`src/rtl/ppu_types_pkg.sv`:
```
// Shared PPU types: PPU mode encoding, VRAM owner tags and VRAM geometry.
package ppu_types_pkg;

    localparam int unsigned VRAM_ADDR_W = 13;
    localparam int unsigned VRAM_DATA_W = 8;
    localparam logic [15:0] VRAM_BASE   = 16'h8000;

    // STAT[1:0] mode encoding
    typedef enum logic [1:0] {
        PPU_MODE_0 = 2'd0,  // HBlank
        PPU_MODE_1 = 2'd1,  // VBlank
        PPU_MODE_2 = 2'd2,  // OAM scan
        PPU_MODE_3 = 2'd3   // pixel transfer
    } ppu_mode_t;

    // Who issued (or was refused) the VRAM access of the previous cycle
    typedef enum logic [2:0] {
        OWN_NONE        = 3'd0,
        OWN_CPU         = 3'd1,
        OWN_CPU_BLOCKED = 3'd2,
        OWN_BG          = 3'd3,
        OWN_OBJ         = 3'd4
    } vram_owner_t;

endpackage

```
`src/rtl/ppu_util_pkg.sv`:
```
// Small PPU helper functions.
package ppu_util_pkg;

    import ppu_types_pkg::*;

    // True when a CPU-space address falls in the 0x8000-0x9FFF VRAM window
    function automatic logic in_vram(input logic [15:0] addr);
        return (addr & 16'hE000) == VRAM_BASE;
    endfunction

endpackage

```
`src/rtl/vram_grant_logic.sv`:
```
// Combinational VRAM grant decision.
// Inside the fetch window (lcd_en && mode 3): OBJ > BG > CPU. Outside it only
// the CPU can be granted and fetcher requests are ignored.
// Optional macro VRAM_ARB_CPU_BLOCK_EN: a CPU access reaching the front of the
// queue inside the fetch window is refused (OWN_CPU_BLOCKED) instead of served.
// Ports:
//   enable      - low suppresses every grant (reset)
//   lcd_en/mode - PPU state deciding the fetch window
//   cpu_req     - CPU request, cpu_busy masks a request already issued
//   bg_req/obj_req - fetcher requests
//   grant_c     - owner tag for this cycle's access
//   bg_stall_c  - BG request lost to OBJ this cycle
module vram_grant_logic
    import ppu_types_pkg::*;
(
    input  logic        enable,
    input  logic        lcd_en,
    input  ppu_mode_t   mode,
    input  logic        cpu_req,
    input  logic        cpu_busy,
    input  logic        bg_req,
    input  logic        obj_req,
    output vram_owner_t grant_c,
    output logic        bg_stall_c
);

    logic fetch_win;
    logic cpu_pending;

    always_comb begin
        grant_c     = OWN_NONE;
        bg_stall_c  = 1'b0;
        fetch_win   = lcd_en && (mode == PPU_MODE_3);
        cpu_pending = cpu_req && !cpu_busy;

        if (enable) begin
            if (fetch_win) begin
                bg_stall_c = bg_req && obj_req;
                if (obj_req) begin
                    grant_c = OWN_OBJ;
                end else if (bg_req) begin
                    grant_c = OWN_BG;
                end else if (cpu_pending) begin
`ifdef VRAM_ARB_CPU_BLOCK_EN
                    grant_c = OWN_CPU_BLOCKED;
`else
                    grant_c = OWN_CPU;
`endif
                end
            end else if (cpu_pending) begin
                grant_c = OWN_CPU;
            end
        end
    end

endmodule

```
`src/rtl/vram_arbiter.sv`:
```
// Single-port VRAM arbiter shared by the CPU bus, BG/window fetcher and OBJ
// fetcher. One access per cycle, read data returns one cycle later to the
// requester recorded in owner_q.
// Optional macro VRAM_ARB_CPU_BLOCK_EN: CPU accesses during mode 3 (LCD on) are
// refused (read 0xFF, write dropped). Undefined: the CPU is simply lowest
// priority during mode 3 and waits for a free cycle.
// Ports:
//   clk, reset_n                  - dot clock, async active-low reset
//   lcd_en, mode                  - LCDC[7], current PPU mode
//   cpu_req/we/addr/wdata         - CPU access, held until cpu_ack
//   cpu_ack, cpu_rdata            - completion pulse and read data
//   bg_req/addr, bg_rdata/valid   - BG fetch request and returned data
//   bg_stall                      - BG lost arbitration this cycle
//   obj_req/addr, obj_rdata/valid - OBJ fetch request and returned data
//   vram_en/we/addr/wdata/rdata   - synchronous VRAM macro port
module vram_arbiter
    import ppu_types_pkg::*;
    import ppu_util_pkg::*;
#(
    parameter int unsigned ADDR_W = VRAM_ADDR_W,
    parameter int unsigned DATA_W = VRAM_DATA_W
) (
    input  logic              clk,
    input  logic              reset_n,
    input  logic              lcd_en,
    input  ppu_mode_t         mode,
    input  logic              cpu_req,
    input  logic              cpu_we,
    input  logic [15:0]       cpu_addr,
    input  logic [DATA_W-1:0] cpu_wdata,
    output logic              cpu_ack,
    output logic [DATA_W-1:0] cpu_rdata,
    input  logic              bg_req,
    input  logic [15:0]       bg_addr,
    output logic [DATA_W-1:0] bg_rdata,
    output logic              bg_valid,
    output logic              bg_stall,
    input  logic              obj_req,
    input  logic [15:0]       obj_addr,
    output logic [DATA_W-1:0] obj_rdata,
    output logic              obj_valid,
    output logic              vram_en,
    output logic              vram_we,
    output logic [ADDR_W-1:0] vram_addr,
    output logic [DATA_W-1:0] vram_wdata,
    input  logic [DATA_W-1:0] vram_rdata
);

    localparam logic [DATA_W-1:0] OPEN_BUS = {DATA_W{1'b1}};

    vram_owner_t grant_c;
    vram_owner_t owner_q;
    logic        cpu_busy_q;
    logic        oob_q;        // previous access was outside VRAM space
    logic [15:0] sel_addr_c;
    logic        sel_in_vram_c;
    logic        cpu_grant_c;

    // Grants are held off while reset is asserted so the macro stays idle
    vram_grant_logic u_grant (
        .enable     (reset_n),
        .lcd_en     (lcd_en),
        .mode       (mode),
        .cpu_req    (cpu_req),
        .cpu_busy   (cpu_busy_q),
        .bg_req     (bg_req),
        .obj_req    (obj_req),
        .grant_c    (grant_c),
        .bg_stall_c (bg_stall)
    );

    // Address select and macro drive for this cycle's grant
    always_comb begin
        sel_addr_c = cpu_addr;
        case (grant_c)
            OWN_BG:  sel_addr_c = bg_addr;
            OWN_OBJ: sel_addr_c = obj_addr;
            default: sel_addr_c = cpu_addr;
        endcase
        sel_in_vram_c = in_vram(sel_addr_c);
        cpu_grant_c   = (grant_c == OWN_CPU) || (grant_c == OWN_CPU_BLOCKED);
        vram_en       = 1'b0;
        vram_we       = 1'b0;
        if ((grant_c inside {OWN_CPU, OWN_BG, OWN_OBJ}) && sel_in_vram_c) begin
            vram_en = 1'b1;
            vram_we = (grant_c == OWN_CPU) && cpu_we;
        end
    end

    assign vram_addr  = sel_addr_c[ADDR_W-1:0];
    assign vram_wdata = cpu_wdata;

    // Owner tracking and completion pulses
    always_ff @(posedge clk or negedge reset_n) begin
        if (!reset_n) begin
            owner_q    <= OWN_NONE;
            oob_q      <= 1'b0;
            cpu_busy_q <= 1'b0;
            cpu_ack    <= 1'b0;
            bg_valid   <= 1'b0;
            obj_valid  <= 1'b0;
        end else begin
            owner_q   <= grant_c;
            oob_q     <= !sel_in_vram_c;
            cpu_ack   <= cpu_grant_c;
            bg_valid  <= (grant_c == OWN_BG);
            obj_valid <= (grant_c == OWN_OBJ);
            // A held cpu_req must not be issued twice before its ack
            if (cpu_grant_c) begin
                cpu_busy_q <= 1'b1;
            end else if (cpu_ack) begin
                cpu_busy_q <= 1'b0;
            end
        end
    end

    // Return path: only the recorded owner sees macro data, everyone else 0xFF
    always_comb begin
        cpu_rdata = OPEN_BUS;
        bg_rdata  = OPEN_BUS;
        obj_rdata = OPEN_BUS;
        if (!oob_q) begin
            case (owner_q)
                OWN_CPU: cpu_rdata = vram_rdata;
                OWN_BG:  bg_rdata  = vram_rdata;
                OWN_OBJ: obj_rdata = vram_rdata;
                default: ;
            endcase
        end
    end

endmodule

```
`config.mk`:
```
export PLATFORM = sky130hd
export DESIGN_NAME = vram_arbiter
export DESIGN_NICKNAME = d
export VERILOG_FILES = /design/src/rtl/ppu_types_pkg.sv /design/src/rtl/ppu_util_pkg.sv /design/src/rtl/vram_grant_logic.sv /design/src/rtl/vram_arbiter.sv
export SDC_FILE = /design/constraint.sdc
export NUM_CORES = 1
export LEC_CHECK = 0
export ABC_AREA = 1
export BUFFER_PORTS_ARGS = -buffer_cell sky130_fd_sc_hd__buf_2
export CORE_AREA = 2 2 58 60
export DETAILED_ROUTE_END_ITERATION = 12
export DIE_AREA = 0 0 60 62
export GPL_ROUTABILITY_DRIVEN = 0
export GPL_TIMING_DRIVEN = 1
export PLACE_DENSITY = 0.89
export RECOVER_POWER = 100
export SKIP_LAST_GASP = 1
export SLEW_MARGIN = 30
export SYNTH_ARGS = -nofsm -noshare
export SYNTH_HDL_FRONTEND = slang
export SYNTH_SLANG_ARGS = --single-unit
```
`constraint.sdc`:
```
create_clock -name clk -period 1.4 [get_ports clk]
set_input_delay 0.14 -clock clk [delete_from_list [all_inputs] [get_ports clk]]
set_output_delay 0.14 -clock clk [all_outputs]
set_load 0.1 [all_outputs]
```
==> summary.md <==
| Metric | Value |
|---|---|
| Outcome | complete, but fails checks |
| Failing checks | negative setup slack |
| Final Hold Viols | 0 |
| Die Width | 60 um |
| Buffers from clock root to sink, at most | 2 |
| Final ANT Viol Nets | 0 |
| Met1 track demand over resource | 25.0% |
| CTS Buf Count | 3 |
| Number of cell rows | 21 |
| Final-report max-slew violation count | 0 |
| Largest net degree at the start of global routing | 17 |
| All-Layer GR Usage | 22.1% |
| Sequential share of the synthesized area | 21.0% |
| CTS H-Tree Depth | 1 |
| TritonCTS clock tree | yes |
| Syn Nets | 229 |
| Most frequent cells in the layout | buf_2 (67), nand2_1 (45), buf_12 (41), nand2_4 (23), nor2_4 (15) |
| Fillers | 174 |
| Vias per cell | 4.61 |
| Post-layout net count | 350 |
| Slew @ Worst Pin | 0.517 ns |
| Cells after Synth | 156 |
| Initial antenna violation count | 0 |
| Synth area leader | nand2_1 |
| DRC Markers | 0 |
| Diode count | 0 |
| Syn. warnings | 0 |
| Fin crit share | 112% |
| Layout cell share with drive strength beyond 1 | 76.7% |
| Worst vdd ir | 0.287 mV |
| Cell variety after synth | 22 |
| Final Skew | 0.0109 ns |
| WP data arrival | 1.43 ns |
| Fin crit period | 1.57 ns |
| Met2 usage | 42.4% |
| Area Overhead vs Synth | 181% |
| Die ar. | 3720 um^2 |
| Worst-path clk slew | 0.06 ns |
| Pwr per Cell Area | 485 nW/um^2 |
| 1st-iter DRT viols | 51 |
| # IOs | 124 |
| CTS sink count | 8 |
| Port Buffer Count | 107 |
| Yosys top cell area share | 29.1% |
| Setup CP Type | flip-flop to primary output |
| Die Height | 62 um |
| Congestion Overflow GR | 0 |
| Register area | 206 um^2 |
| Post-CTS Hold Buffers | 0 |
| Vias in the first global route | 1332 |
| Drt wl/cell | 15.4 um |
| Data required, critical path | 1.26 ns |
| Startpoint Class | flip-flop |
| Core area | 3180 um^2 |
| Vias | 1479 |
| Area of the mapped netlist | 955 um^2 |
| Peak Freq | 0.636 GHz |
| Headroom to the max-slew limit | 65.8% |
| Met3 capacity usage during global routing | 2.07% |
| Clk_lat worst skew | 0.25 ns |
| Mean area per synthesized cell | 6.12 um^2 |
| Fin util | 84.3% |
| CP max FO | 4 |
| Initial Util | 30.0% |
| Multi-input logic area | 968 um^2 |
| Total wire length | 4.95 mm |
| FF+latch count, synth | 8 |
| Total of max-cap violations | 0 |
| First-pass GRT wire length | 6.15 mm |
| Final setup viols | 26 |
| Area contributors post-synth | nand2_1 (29%), dfrtp_1 (21%), nand3_1 (7.3%), buf_4 (6.3%), nor2_1 (4.7%) |
| RSZ-0062 raised after global routing | true |
| Drt first pass iters | 4 |
| Min-delay worst type | input port to async pin |
| Leakage | 1.60 nW |
| Hold WS | 0.0385 ns |
| Detailed Place HPWL | 3.12 mm |
| Commonest non-fill, non-tap cell in the layout | buf_2 |
| Final Worst Setup Slack | -0.173 ns |
| Root Driver | clkbuf_4 |
| CP endpoint kind | primary output |
| Global routing's busiest layer | met2 |
-- synth_stat cells (all sizes together) --
master	n
buf	12
clkbuf	1
dfrtp	8
inv	14
nand2	78
nand3	18
nand4	4
nor2	18
nor3	1
o211ai	1
o22ai	1
-- stage by stage --
stage | setup slack [ns] | total power [mW] | instance area [um^2] | TNS [ns] | cells
5_1_grt | -0.204 | 1.34 | 2680 | -3.97 | 321
6_report | -0.173 | 1.30 | 2680 | -2.89 | 321
3_5_place_dp | -0.119 | 1.01 | 2170 | -1.03 | 307
3_3_place_gp | -0.0682 | 0.996 | 2170 | -0.276 | 307
4_1_cts | -0.190 | 1.24 | 2500 | -1.79 | 315
2_1_floorplan | -0.138 | 0.825 | 1120 | -2.91 | 156
-- registers in the layout, summed over array words and instances, names as in the netlist --
signal	flops
owner_q	3
bg_valid	1
cpu_ack	1
cpu_busy_q	1
obj_valid	1
oob_q	1
-- repair_timing --
item	4_1_cts	5_1_grt
setup buffers	5	6
pin swaps	8	14
endpoints found under the setup margin	39	39
resized for setup	80	30
-- routing by layer --
layer	routed length (um)	vias to the layer above	part of all wire (%)
li1	-	718	-
met4	156	0	3.2
met2	2660	93	54
met1	1780	654	36
met3	349	14	7.1
met5	0	-	0
-- logic make-up after synthesis --
group / synth area share (%)
compound gates: 1.97
buf+inv: 17.4
flops: 21.0
simple gates: 59.6
-- critical path, cell delays in order, from the launching register on --
cell and delay (ns):
dfrtp_2 0.46, buf_12 0.14, nor2_4 0.18, buf_6 0.16
nand2_4 0.06, buf_12 0.17
-- cell type report --
type | instances | area share (%)
clock buffers | 3 | 0.840
repair buffers | 129 | 50.5
well taps | 46 | 2.15
inverters | 14 | 2.66
multi-input cells | 121 | 36.1
flip-flops and latches | 8 | 7.70
-- power breakdown --
part	switching [mW]	leakage, nW	internal (mW)
registers	0.0241	0.100	0.259
clock network	0.0776	0.0138	0.0981
logic	0.528	1.49	0.314
total	0.629	1.60	0.671
-- path summary, 6_finish.rpt --
path                       depth (start not counted)                   start                endpoint  slack [ns]
setup reg to reg                                   8  cpu_busy_q$_DFFE_PN0P_  cpu_busy_q$_DFFE_PN0P_        0.17
setup / recovery                                   5    owner_q[1]$_DFF_PN0_            obj_rdata[4]       -0.17
max in group asynchronous                          2                 reset_n         oob_q$_DFF_PN0_        1.20
hold / removal                                     2                 reset_n     obj_valid$_DFF_PN0_        0.04
min in group clk                                   5            cpu_addr[14]         oob_q$_DFF_PN0_        0.26
hold reg to reg                                    1       cpu_ack$_DFF_PN0_  cpu_busy_q$_DFFE_PN0P_        0.48
Power figures use the tool's default switching activity.
